==> src/rtl/key_event_scheduler_if.sv <==
// Event port bundle: one classified key event per valid/ready handshake,
// plus a single-cycle overflow pulse.
interface key_event_scheduler_if #(
  parameter int unsigned IDX_W = 2
);
  logic             evt_valid;
  logic             evt_ready;
  logic [IDX_W-1:0] evt_key;
  logic [1:0]       evt_type;
  logic             evt_overflow;

  modport master (
    output evt_valid, evt_key, evt_type, evt_overflow,
    input  evt_ready
  );

  modport slave (
    input  evt_valid, evt_key, evt_type, evt_overflow,
    output evt_ready
  );
endinterface

==> src/rtl/key_event_scheduler.sv <==
// Classifies debounced key levels into SHORT/LONG events (REPEAT too when
// KEY_EVT_REPEAT_EN is defined) and serialises them round-robin onto one port.
module key_event_scheduler #(
  parameter int unsigned WIDTH      = 4,
  parameter int unsigned IDX_W      = 2,
  parameter int unsigned CNT_W      = 26,
  parameter int unsigned LONG_CYC   = 50_000_000,
  parameter int unsigned REPEAT_CYC = 10_000_000
) (
  input  logic                  clk,
  input  logic                  rst_n,
  input  logic [WIDTH-1:0]      key_lvl,
  key_event_scheduler_if.master evt
);

  typedef enum logic [1:0] {ST_IDLE, ST_PRESS, ST_HELD} state_t;

  localparam logic [1:0]       TYPE_SHORT = 2'b01;
  localparam logic [1:0]       TYPE_LONG  = 2'b10;
  localparam logic [CNT_W-1:0] LONG_TC    = CNT_W'(LONG_CYC - 1);
`ifdef KEY_EVT_REPEAT_EN
  localparam logic [1:0]       TYPE_REP   = 2'b11;
  localparam logic [CNT_W-1:0] REP_TC     = CNT_W'(REPEAT_CYC - 1);
`endif

  if ((WIDTH > (32'd1 << IDX_W)) || (LONG_CYC < 1) || (REPEAT_CYC < 1) ||
      (((LONG_CYC - 1) >> CNT_W) != 0) || (((REPEAT_CYC - 1) >> CNT_W) != 0)) begin : g_param_err
    $error("key_event_scheduler: IDX_W/CNT_W too narrow for WIDTH/LONG_CYC/REPEAT_CYC");
  end

  logic [WIDTH-1:0] r_key_d;
  state_t           r_state [WIDTH];
  logic [CNT_W-1:0] r_cnt   [WIDTH];
  logic [WIDTH-1:0] r_pend;
  logic [1:0]       r_pend_type [WIDTH];
  logic [IDX_W-1:0] r_rr;
  logic             r_valid;
  logic [IDX_W-1:0] r_key;
  logic [1:0]       r_type;
  logic             r_ovf;

  logic [WIDTH-1:0] w_rise;
  logic [WIDTH-1:0] w_fall;
  state_t           w_state_nxt [WIDTH];
  logic [CNT_W-1:0] w_cnt_nxt   [WIDTH];
  logic [WIDTH-1:0] w_post;
  logic [1:0]       w_post_type [WIDTH];
  logic             w_load;
  logic             w_found;
  logic [IDX_W-1:0] w_scan;
  logic [IDX_W-1:0] w_gnt_idx;
  logic [WIDTH-1:0] w_gnt;

  assign w_rise = key_lvl & ~r_key_d;
  assign w_fall = ~key_lvl & r_key_d;

  always_ff @(posedge clk or negedge rst_n) begin
    if (!rst_n) begin
      r_key_d <= '0;
      for (int unsigned i = 0; i < WIDTH; i++) begin
        r_state[i] <= ST_IDLE;
        r_cnt[i]   <= '0;
      end
    end else begin
      r_key_d <= key_lvl;
      for (int unsigned i = 0; i < WIDTH; i++) begin
        r_state[i] <= w_state_nxt[i];
        r_cnt[i]   <= w_cnt_nxt[i];
      end
    end
  end

  always_comb begin
    for (int unsigned i = 0; i < WIDTH; i++) begin
      w_state_nxt[i] = r_state[i];
      case (r_state[i])
        ST_IDLE:  if (w_rise[i]) w_state_nxt[i] = ST_PRESS;
        ST_PRESS: begin
          if (r_cnt[i] == LONG_TC) w_state_nxt[i] = w_fall[i] ? ST_IDLE : ST_HELD;
          else if (w_fall[i])      w_state_nxt[i] = ST_IDLE;
        end
        ST_HELD:  if (w_fall[i]) w_state_nxt[i] = ST_IDLE;
        default:  w_state_nxt[i] = ST_IDLE;
      endcase
    end
  end

  // Terminal count wins over a coincident release, so such a press reports LONG.
  always_comb begin
    w_post = '0;
    for (int unsigned i = 0; i < WIDTH; i++) begin
      w_post_type[i] = '0;
      w_cnt_nxt[i]   = r_cnt[i];
      case (r_state[i])
        ST_IDLE: w_cnt_nxt[i] = '0;
        ST_PRESS: begin
          if (r_cnt[i] == LONG_TC) begin
            w_post[i]      = 1'b1;
            w_post_type[i] = TYPE_LONG;
            w_cnt_nxt[i]   = '0;
          end else if (w_fall[i]) begin
            w_post[i]      = 1'b1;
            w_post_type[i] = TYPE_SHORT;
            w_cnt_nxt[i]   = '0;
          end else begin
            w_cnt_nxt[i] = r_cnt[i] + 1'b1;
          end
        end
        ST_HELD: begin
`ifdef KEY_EVT_REPEAT_EN
          if (w_fall[i]) begin
            w_cnt_nxt[i] = '0;
          end else if (r_cnt[i] == REP_TC) begin
            w_post[i]      = 1'b1;
            w_post_type[i] = TYPE_REP;
            w_cnt_nxt[i]   = '0;
          end else begin
            w_cnt_nxt[i] = r_cnt[i] + 1'b1;
          end
`else
          w_cnt_nxt[i] = '0;
`endif
        end
        default: w_cnt_nxt[i] = '0;
      endcase
    end
  end

  assign w_load = !r_valid || evt.evt_ready;

  always_comb begin
    w_found   = 1'b0;
    w_gnt_idx = '0;
    w_scan    = '0;
    for (int unsigned off = 1; off <= WIDTH; off++) begin
      w_scan = IDX_W'((32'(r_rr) + off) % WIDTH);
      if (!w_found && r_pend[w_scan]) begin
        w_found   = 1'b1;
        w_gnt_idx = w_scan;
      end
    end
  end

  always_comb begin
    w_gnt = '0;
    if (w_load && w_found) w_gnt[w_gnt_idx] = 1'b1;
  end

  // A post landing on the key being granted keeps the new event pending.
  always_ff @(posedge clk or negedge rst_n) begin
    if (!rst_n) begin
      r_pend <= '0;
      r_ovf  <= 1'b0;
      for (int unsigned i = 0; i < WIDTH; i++) r_pend_type[i] <= '0;
    end else begin
      r_ovf <= |(w_post & r_pend & ~w_gnt);
      for (int unsigned i = 0; i < WIDTH; i++) begin
        if (w_post[i]) begin
          r_pend[i]      <= 1'b1;
          r_pend_type[i] <= w_post_type[i];
        end else if (w_gnt[i]) begin
          r_pend[i] <= 1'b0;
        end
      end
    end
  end

  always_ff @(posedge clk or negedge rst_n) begin
    if (!rst_n) begin
      r_valid <= 1'b0;
      r_key   <= '0;
      r_type  <= '0;
      r_rr    <= IDX_W'(WIDTH - 1);
    end else if (w_load) begin
      if (w_found) begin
        r_valid <= 1'b1;
        r_key   <= w_gnt_idx;
        r_type  <= r_pend_type[w_gnt_idx];
        r_rr    <= w_gnt_idx;
      end else begin
        r_valid <= 1'b0;
      end
    end
  end

  assign evt.evt_valid    = r_valid;
  assign evt.evt_key      = r_key;
  assign evt.evt_type     = r_type;
  assign evt.evt_overflow = r_ovf;

endmodule

==> src/flat_wrapper.sv <==
// flat-port wrapper written by rule: the top's interface ports become plain ports
module key_event_scheduler_flat 
#(
  parameter int unsigned WIDTH      = 4,
  parameter int unsigned IDX_W      = 2,
  parameter int unsigned CNT_W      = 26,
  parameter int unsigned LONG_CYC   = 50_000_000,
  parameter int unsigned REPEAT_CYC = 10_000_000
)
  (clk, rst_n, key_lvl, evt_evt_valid, evt_evt_key, evt_evt_type, evt_evt_overflow, evt_evt_ready);
  key_event_scheduler_if #(.IDX_W(IDX_W)) evt_i ();
  input  logic clk;
  input  logic rst_n;
  input  logic [WIDTH-1:0] key_lvl;
  output wire logic [$bits(evt_i.evt_valid)-1:0] evt_evt_valid;
  output wire logic [$bits(evt_i.evt_key)-1:0] evt_evt_key;
  output wire logic [$bits(evt_i.evt_type)-1:0] evt_evt_type;
  output wire logic [$bits(evt_i.evt_overflow)-1:0] evt_evt_overflow;
  input wire logic [$bits(evt_i.evt_ready)-1:0] evt_evt_ready;
  assign evt_evt_valid = evt_i.evt_valid;
  assign evt_evt_key = evt_i.evt_key;
  assign evt_evt_type = evt_i.evt_type;
  assign evt_evt_overflow = evt_i.evt_overflow;
  assign evt_i.evt_ready = evt_evt_ready;
  key_event_scheduler #(.WIDTH(WIDTH), .IDX_W(IDX_W), .CNT_W(CNT_W), .LONG_CYC(LONG_CYC), .REPEAT_CYC(REPEAT_CYC)) u_core (.clk(clk), .rst_n(rst_n), .key_lvl(key_lvl), .evt(evt_i));
endmodule
==> config.mk <==
export PLATFORM = sky130hd
export DESIGN_NAME = key_event_scheduler_flat
export DESIGN_NICKNAME = d
export VERILOG_FILES = /design/src/rtl/key_event_scheduler_if.sv /design/src/rtl/key_event_scheduler.sv /design/src/flat_wrapper.sv
export SDC_FILE = /design/constraint.sdc
export NUM_CORES = 1
export LEC_CHECK = 0
export ABC_AREA = 1
export CORE_ASPECT_RATIO = 2
export CORE_MARGIN = 2
export CORE_UTILIZATION = 35
export CTS_BUF_LIST = sky130_fd_sc_hd__clkbuf_2 sky130_fd_sc_hd__clkbuf_4 sky130_fd_sc_hd__clkbuf_8
export DETAILED_ROUTE_END_ITERATION = 6
export SETUP_SLACK_MARGIN = 0.2
export SLEW_MARGIN = 20
export SYNTH_ARGS = -nofsm -noshare
export SYNTH_HDL_FRONTEND = slang
export SYNTH_SLANG_ARGS = --single-unit
==> constraint.sdc <==
create_clock -name clk -period 2.05 [get_ports clk]
set_clock_uncertainty 0.15 [all_clocks]
set_input_delay 0.205 -clock clk [delete_from_list [all_inputs] [get_ports clk]]
set_output_delay 0.205 -clock clk [all_outputs]
set_load 0.03 [all_outputs]
==> metrics list, run 1 <==
- Final routed wirelength across all metal layers: 20900 um
* Number of setup violations in the final report: 0
- The hold violation total from the final report is 0.
- Proportion of register bits with asynchronous set or reset after synthesis: 1.00
- At the pin with the least slew margin, the transition time is 0.423 ns.
- The via count of the first global-routing pass is 6840.
- Path category of the worst min-delay check: in2reg
- Routed length per placed instance: 15.4 um
* Power per Cell Area: 844 nW/um^2
- Of the synthesized area, sequential elements account for 0.468.
* Yosys cell types: 41
* Antenna violations before repair: 0
- Stage delay of the slowest cell on the critical path: 0.62 ns
- Prevailing post-synth register cell: sky130_fd_sc_hd__dfrtp_1
- On the final layout, the worst hold slack is 0.0558 ns.
- The floorplan step set the die width to 106 um.
* 1st-pass router iterations: 7
- Synthesized area: 7280 um^2
* Crit path buffers/inverters: 2
* Startpoint-to-endpoint class of the critical path: reg2reg
* Number of diodes added for antenna fixing: 0
- Counting flops with a built-in enable in the synthesized netlist gives 0.
- The total overflow left after global routing is 0.
* Worst path top cell family by delay: simple AND/OR/NAND/NOR gates
* Insertion delay to the later sink of the worst-skew pair: 0.46 ns
- Required time of the critical path: 2.25 ns
* Routed Antenna Nets: 0
- Top cell by count, worst path: sky130_fd_sc_hd__nand2_1
* Synth Instances: 924
- The layer flagged by global routing as most heavily used is met2.
- Power Total: 9.06 mW
* Critical-path cell list: inv_6 > nand2_1 > nand2_2 > nand2_4 > nand2_8 > nor2_8 > nand3_2 > nand2_4 > nand2_8 > nor2_4 > nand2_1 > nand2_1 > nand2_1 > inv_1 > nand2_1
- Across the run, the number of max-cap violations was 0.
- Headroom to the max-slew limit came out at 0.717.
- Core region area: 20500 um^2
- HPWL after detailed placement: 13400 um
* Final routed DRC violation total: 0
* Data arrival time at the worst-slack endpoint: 2.23 ns
- Timing analysis after detailed placement gives a worst setup slack of -0.00340 ns.
- Number of DRC violations after detailed-routing iteration 0: 237
- Across every metal layer, demand over resource in global routing totals 0.178.
* Number of buffers created by CTS: 17
* I/O pins: 13
- Fill cells in the final layout number 1765.
- In the global route stage, met1 resource usage came out at 0.173.
* Run status: finished, final reports clean
* Met3 demand-to-capacity share in global routing: 0.0285
- The number of nets handed over by synthesis was 935.
- Kind of capture point of the worst setup path: register
- The worst-case IR drop observed on VDD is 0.605 mV.
- Number of flip-flops and latches in the synthesized netlist: 136
* Max-slew violation count: 0
- Maximum fanout encountered on the critical timing path: 9
- The floorplan has 74 rows.
- The die covers 22000 um^2.
* Met2 Use GR: 0.352
- Fraction of final layout cells sized beyond drive strength 1: 0.390
- The H-tree generated during clock tree synthesis spans 4 levels.
- # placed instances: 1242
- Synthesis Warnings: 0
- Relative to the synthesized area, the layout overhead comes to 47.5%.
* Final Worst Setup Slack: 0.0198 ns
- Via density per instance: 5.02
* Wire length of the first global-routing pass: 31400 um
* Largest net degree at the start of global routing: 60
* Setup total negative slack: 0 ns
* Overall via count from detail_route: 6815
- The tree is rooted in a sky130_fd_sc_hd__clkbuf_8.
- STA classifies the critical path startpoint as a register.
- TritonCTS built the clock tree.
- # port buffers: 12
* Unrepaired setup endpoints after global routing: true
- After the flow finishes, the layout carries non-filler instances totaling 1357.
- In the finished design, the share of the clock period the worst path needs comes to 0.990.
- Largest buffer count on any clock path: 2
- Clock slew at reported path FFs: 0.09 ns
- GPL Wtd Cong: 0.853
- For this run, the top clock speed supported by timing is 493 MHz.
* Final critical-path required period: 2.03 ns
* Net count, final: 1089
- The analysis attributes to cell leakage a power of 4.71 nW.
- Number of clock sinks seen by CTS: 136
- From bottom edge to top edge, the die measures 208 um.
- For this configuration, the core starts out at a cell density of 0.356.
- Averaged over all synthesized cells, the footprint is 7.88 um^2.
- On the critical path, the stage with the largest delay is an instance of sky130_fd_sc_hd__dfstp_2.
-- synthesized netlist by cell type (4+ instances only) --
cell / n / area share
sky130_fd_sc_hd__nor3b_1: 7 / 0.0072
sky130_fd_sc_hd__nor2_1: 152 / 0.078
sky130_fd_sc_hd__a21oi_1: 23 / 0.016
sky130_fd_sc_hd__nor3_1: 37 / 0.025
sky130_fd_sc_hd__dfrtp_1: 134 / 0.46
sky130_fd_sc_hd__clkbuf_1: 4 / 0.0021
sky130_fd_sc_hd__o22ai_1: 9 / 0.0077
sky130_fd_sc_hd__inv_1: 125 / 0.064
sky130_fd_sc_hd__nand2_1: 169 / 0.087
sky130_fd_sc_hd__xor2_1: 33 / 0.040
sky130_fd_sc_hd__nor3_2: 6 / 0.0082
sky130_fd_sc_hd__ha_1: 4 / 0.0069
sky130_fd_sc_hd__o21ai_0: 22 / 0.015
sky130_fd_sc_hd__nand2_2: 10 / 0.0086
sky130_fd_sc_hd__xnor2_1: 14 / 0.017
sky130_fd_sc_hd__nand4_1: 38 / 0.033
sky130_fd_sc_hd__nor2_2: 12 / 0.010
sky130_fd_sc_hd__buf_2: 8 / 0.0055
sky130_fd_sc_hd__nor4_1: 11 / 0.0095
sky130_fd_sc_hd__nand3_1: 64 / 0.044
sky130_fd_sc_hd__nand2_4: 7 / 0.011
-- cell type report --
| cell class | instances | area (um^2) | share of cell area |
|---|---|---|---|
| inverter | 131 | 515 | 0.0480 |
| multi-input combinational | 643 | 4560 | 0.425 |
| clock buffer | 18 | 248 | 0.0231 |
| sequential | 136 | 3410 | 0.318 |
| timing repair buffer | 149 | 1500 | 0.139 |
| tap | 266 | 333 | 0.0310 |
| clock inverter | 14 | 174 | 0.0162 |
-- worst register-to-register path: stages (launching register included) --
cell and delay [ns]:
sky130_fd_sc_hd__dfstp_2 0.62, sky130_fd_sc_hd__inv_6 0.08, sky130_fd_sc_hd__nand2_1 0.08, sky130_fd_sc_hd__nand2_2 0.08, sky130_fd_sc_hd__nand2_4 0.10, sky130_fd_sc_hd__nand2_8 0.08, sky130_fd_sc_hd__nor2_8 0.11, sky130_fd_sc_hd__nand3_2 0.09
sky130_fd_sc_hd__nand2_4 0.10, sky130_fd_sc_hd__nand2_8 0.08, sky130_fd_sc_hd__nor2_4 0.09, sky130_fd_sc_hd__nand2_1 0.07, sky130_fd_sc_hd__nand2_1 0.06, sky130_fd_sc_hd__nand2_1 0.05, sky130_fd_sc_hd__inv_1 0.05, sky130_fd_sc_hd__nand2_1 0.04
-- logic make-up after synthesis --
family	after synthesis	synth area share
XOR/XNOR	47	0.0565
AO/OA/AOI/OAI	69	0.0541
AND/OR/NAND/NOR	523	0.335
flip-flops	136	0.468
adder cells (fa/ha/maj)	4	0.00687
buffers and inverters	145	0.0797
-- stage by stage --
stage / cell area, um^2 / utilization
6_report: 10700 / 0.525
5_1_grt: 10700 / 0.525
3_5_place_dp: 8190 / 0.400
2_1_floorplan: 7350 / -
3_3_place_gp: 8190 / 0.400
4_1_cts: 9390 / 0.459
-- flip-flops by register name, summed over array words and instances (netlist names), 2 cells and up --
| signal | flops |
|---|---|
| u_core.r_cnt | 104 |
| u_core.r_pend_type | 8 |
| u_core.r_state | 8 |
| u_core.r_key_d | 4 |
| u_core.r_pend | 4 |
| u_core.evt.evt_key | 2 |
| u_core.evt.evt_type | 2 |
| u_core.r_rr | 2 |
-- power breakdown --
| part | switching (mW) | internal [mW] | leakage (nW) |
|---|---|---|---|
| clock network | 1.15 | 1.24 | 0.213 |
| logic | 2.14 | 1.45 | 2.67 |
| registers | 0.193 | 2.88 | 1.83 |
| total | 3.48 | 5.58 | 4.71 |
-- timing repair --
action | CTS | global route
resized for setup | 105 | 248
setup buffers | 38 | 37
gates cloned | 4 | 3
hold buffers | 1 | 0
endpoints found under the setup margin | 100 | 124
pin swaps | 57 | 88
hold endpoints to repair | 134 | 0
-- layout by cell type (no fill, tap or decap), types with 15 or more instances in the layout --
cell / count
sky130_fd_sc_hd__a21oi_1: 15
sky130_fd_sc_hd__buf_4: 82
sky130_fd_sc_hd__buf_6: 39
sky130_fd_sc_hd__clkbuf_8: 18
sky130_fd_sc_hd__dfrtp_1: 130
sky130_fd_sc_hd__inv_1: 113
sky130_fd_sc_hd__nand2_1: 135
sky130_fd_sc_hd__nand2_2: 35
sky130_fd_sc_hd__nand3_1: 39
sky130_fd_sc_hd__nand4_1: 38
sky130_fd_sc_hd__nor2_1: 90
sky130_fd_sc_hd__nor2_2: 22
sky130_fd_sc_hd__nor2_4: 53
sky130_fd_sc_hd__nor3_2: 18
sky130_fd_sc_hd__xor2_1: 29
-- path summary, 6_finish.rpt --
path	start	cells after the start	to	slack, ns
max reg2reg	u_core.r_rr[0]	15	u_core.evt.evt_overflow	0.02
min in group asynchronous	rst_n	2	u_core.r_cnt[15]	0.07
max in group asynchronous	rst_n	3	u_core.r_rr[0]	1.00
max	u_core.r_rr[0]	15	u_core.evt.evt_overflow	0.02
min	key_lvl[2]	1	u_core.r_key_d[2]	0.06
min reg2reg	u_core.r_state[0]	1	u_core.r_state[0]	0.32
-- routing by layer --
layer | routed length, um | share of wire
met3 | 376 | 0.018
met1 | 7380 | 0.35
met2 | 12300 | 0.59
met5 | 0 | 0
met4 | 876 | 0.042
No activity file was read; power rests on OpenSTA's default activity.
==> inputs of run 2 (changes only) <==
--- a/config.mk
+++ b/config.mk
@@ -10,6 +10,7 @@
 export CORE_MARGIN = 2
 export CORE_UTILIZATION = 35
 export CTS_BUF_LIST = sky130_fd_sc_hd__clkbuf_2 sky130_fd_sc_hd__clkbuf_4 sky130_fd_sc_hd__clkbuf_8
+export CTS_CLUSTER_SIZE = 10
 export DETAILED_ROUTE_END_ITERATION = 6
 export SETUP_SLACK_MARGIN = 0.2
 export SLEW_MARGIN = 20
==> results of run 2 <==
Same layout as run 1: the final DEF is identical, and so are final timing and power.
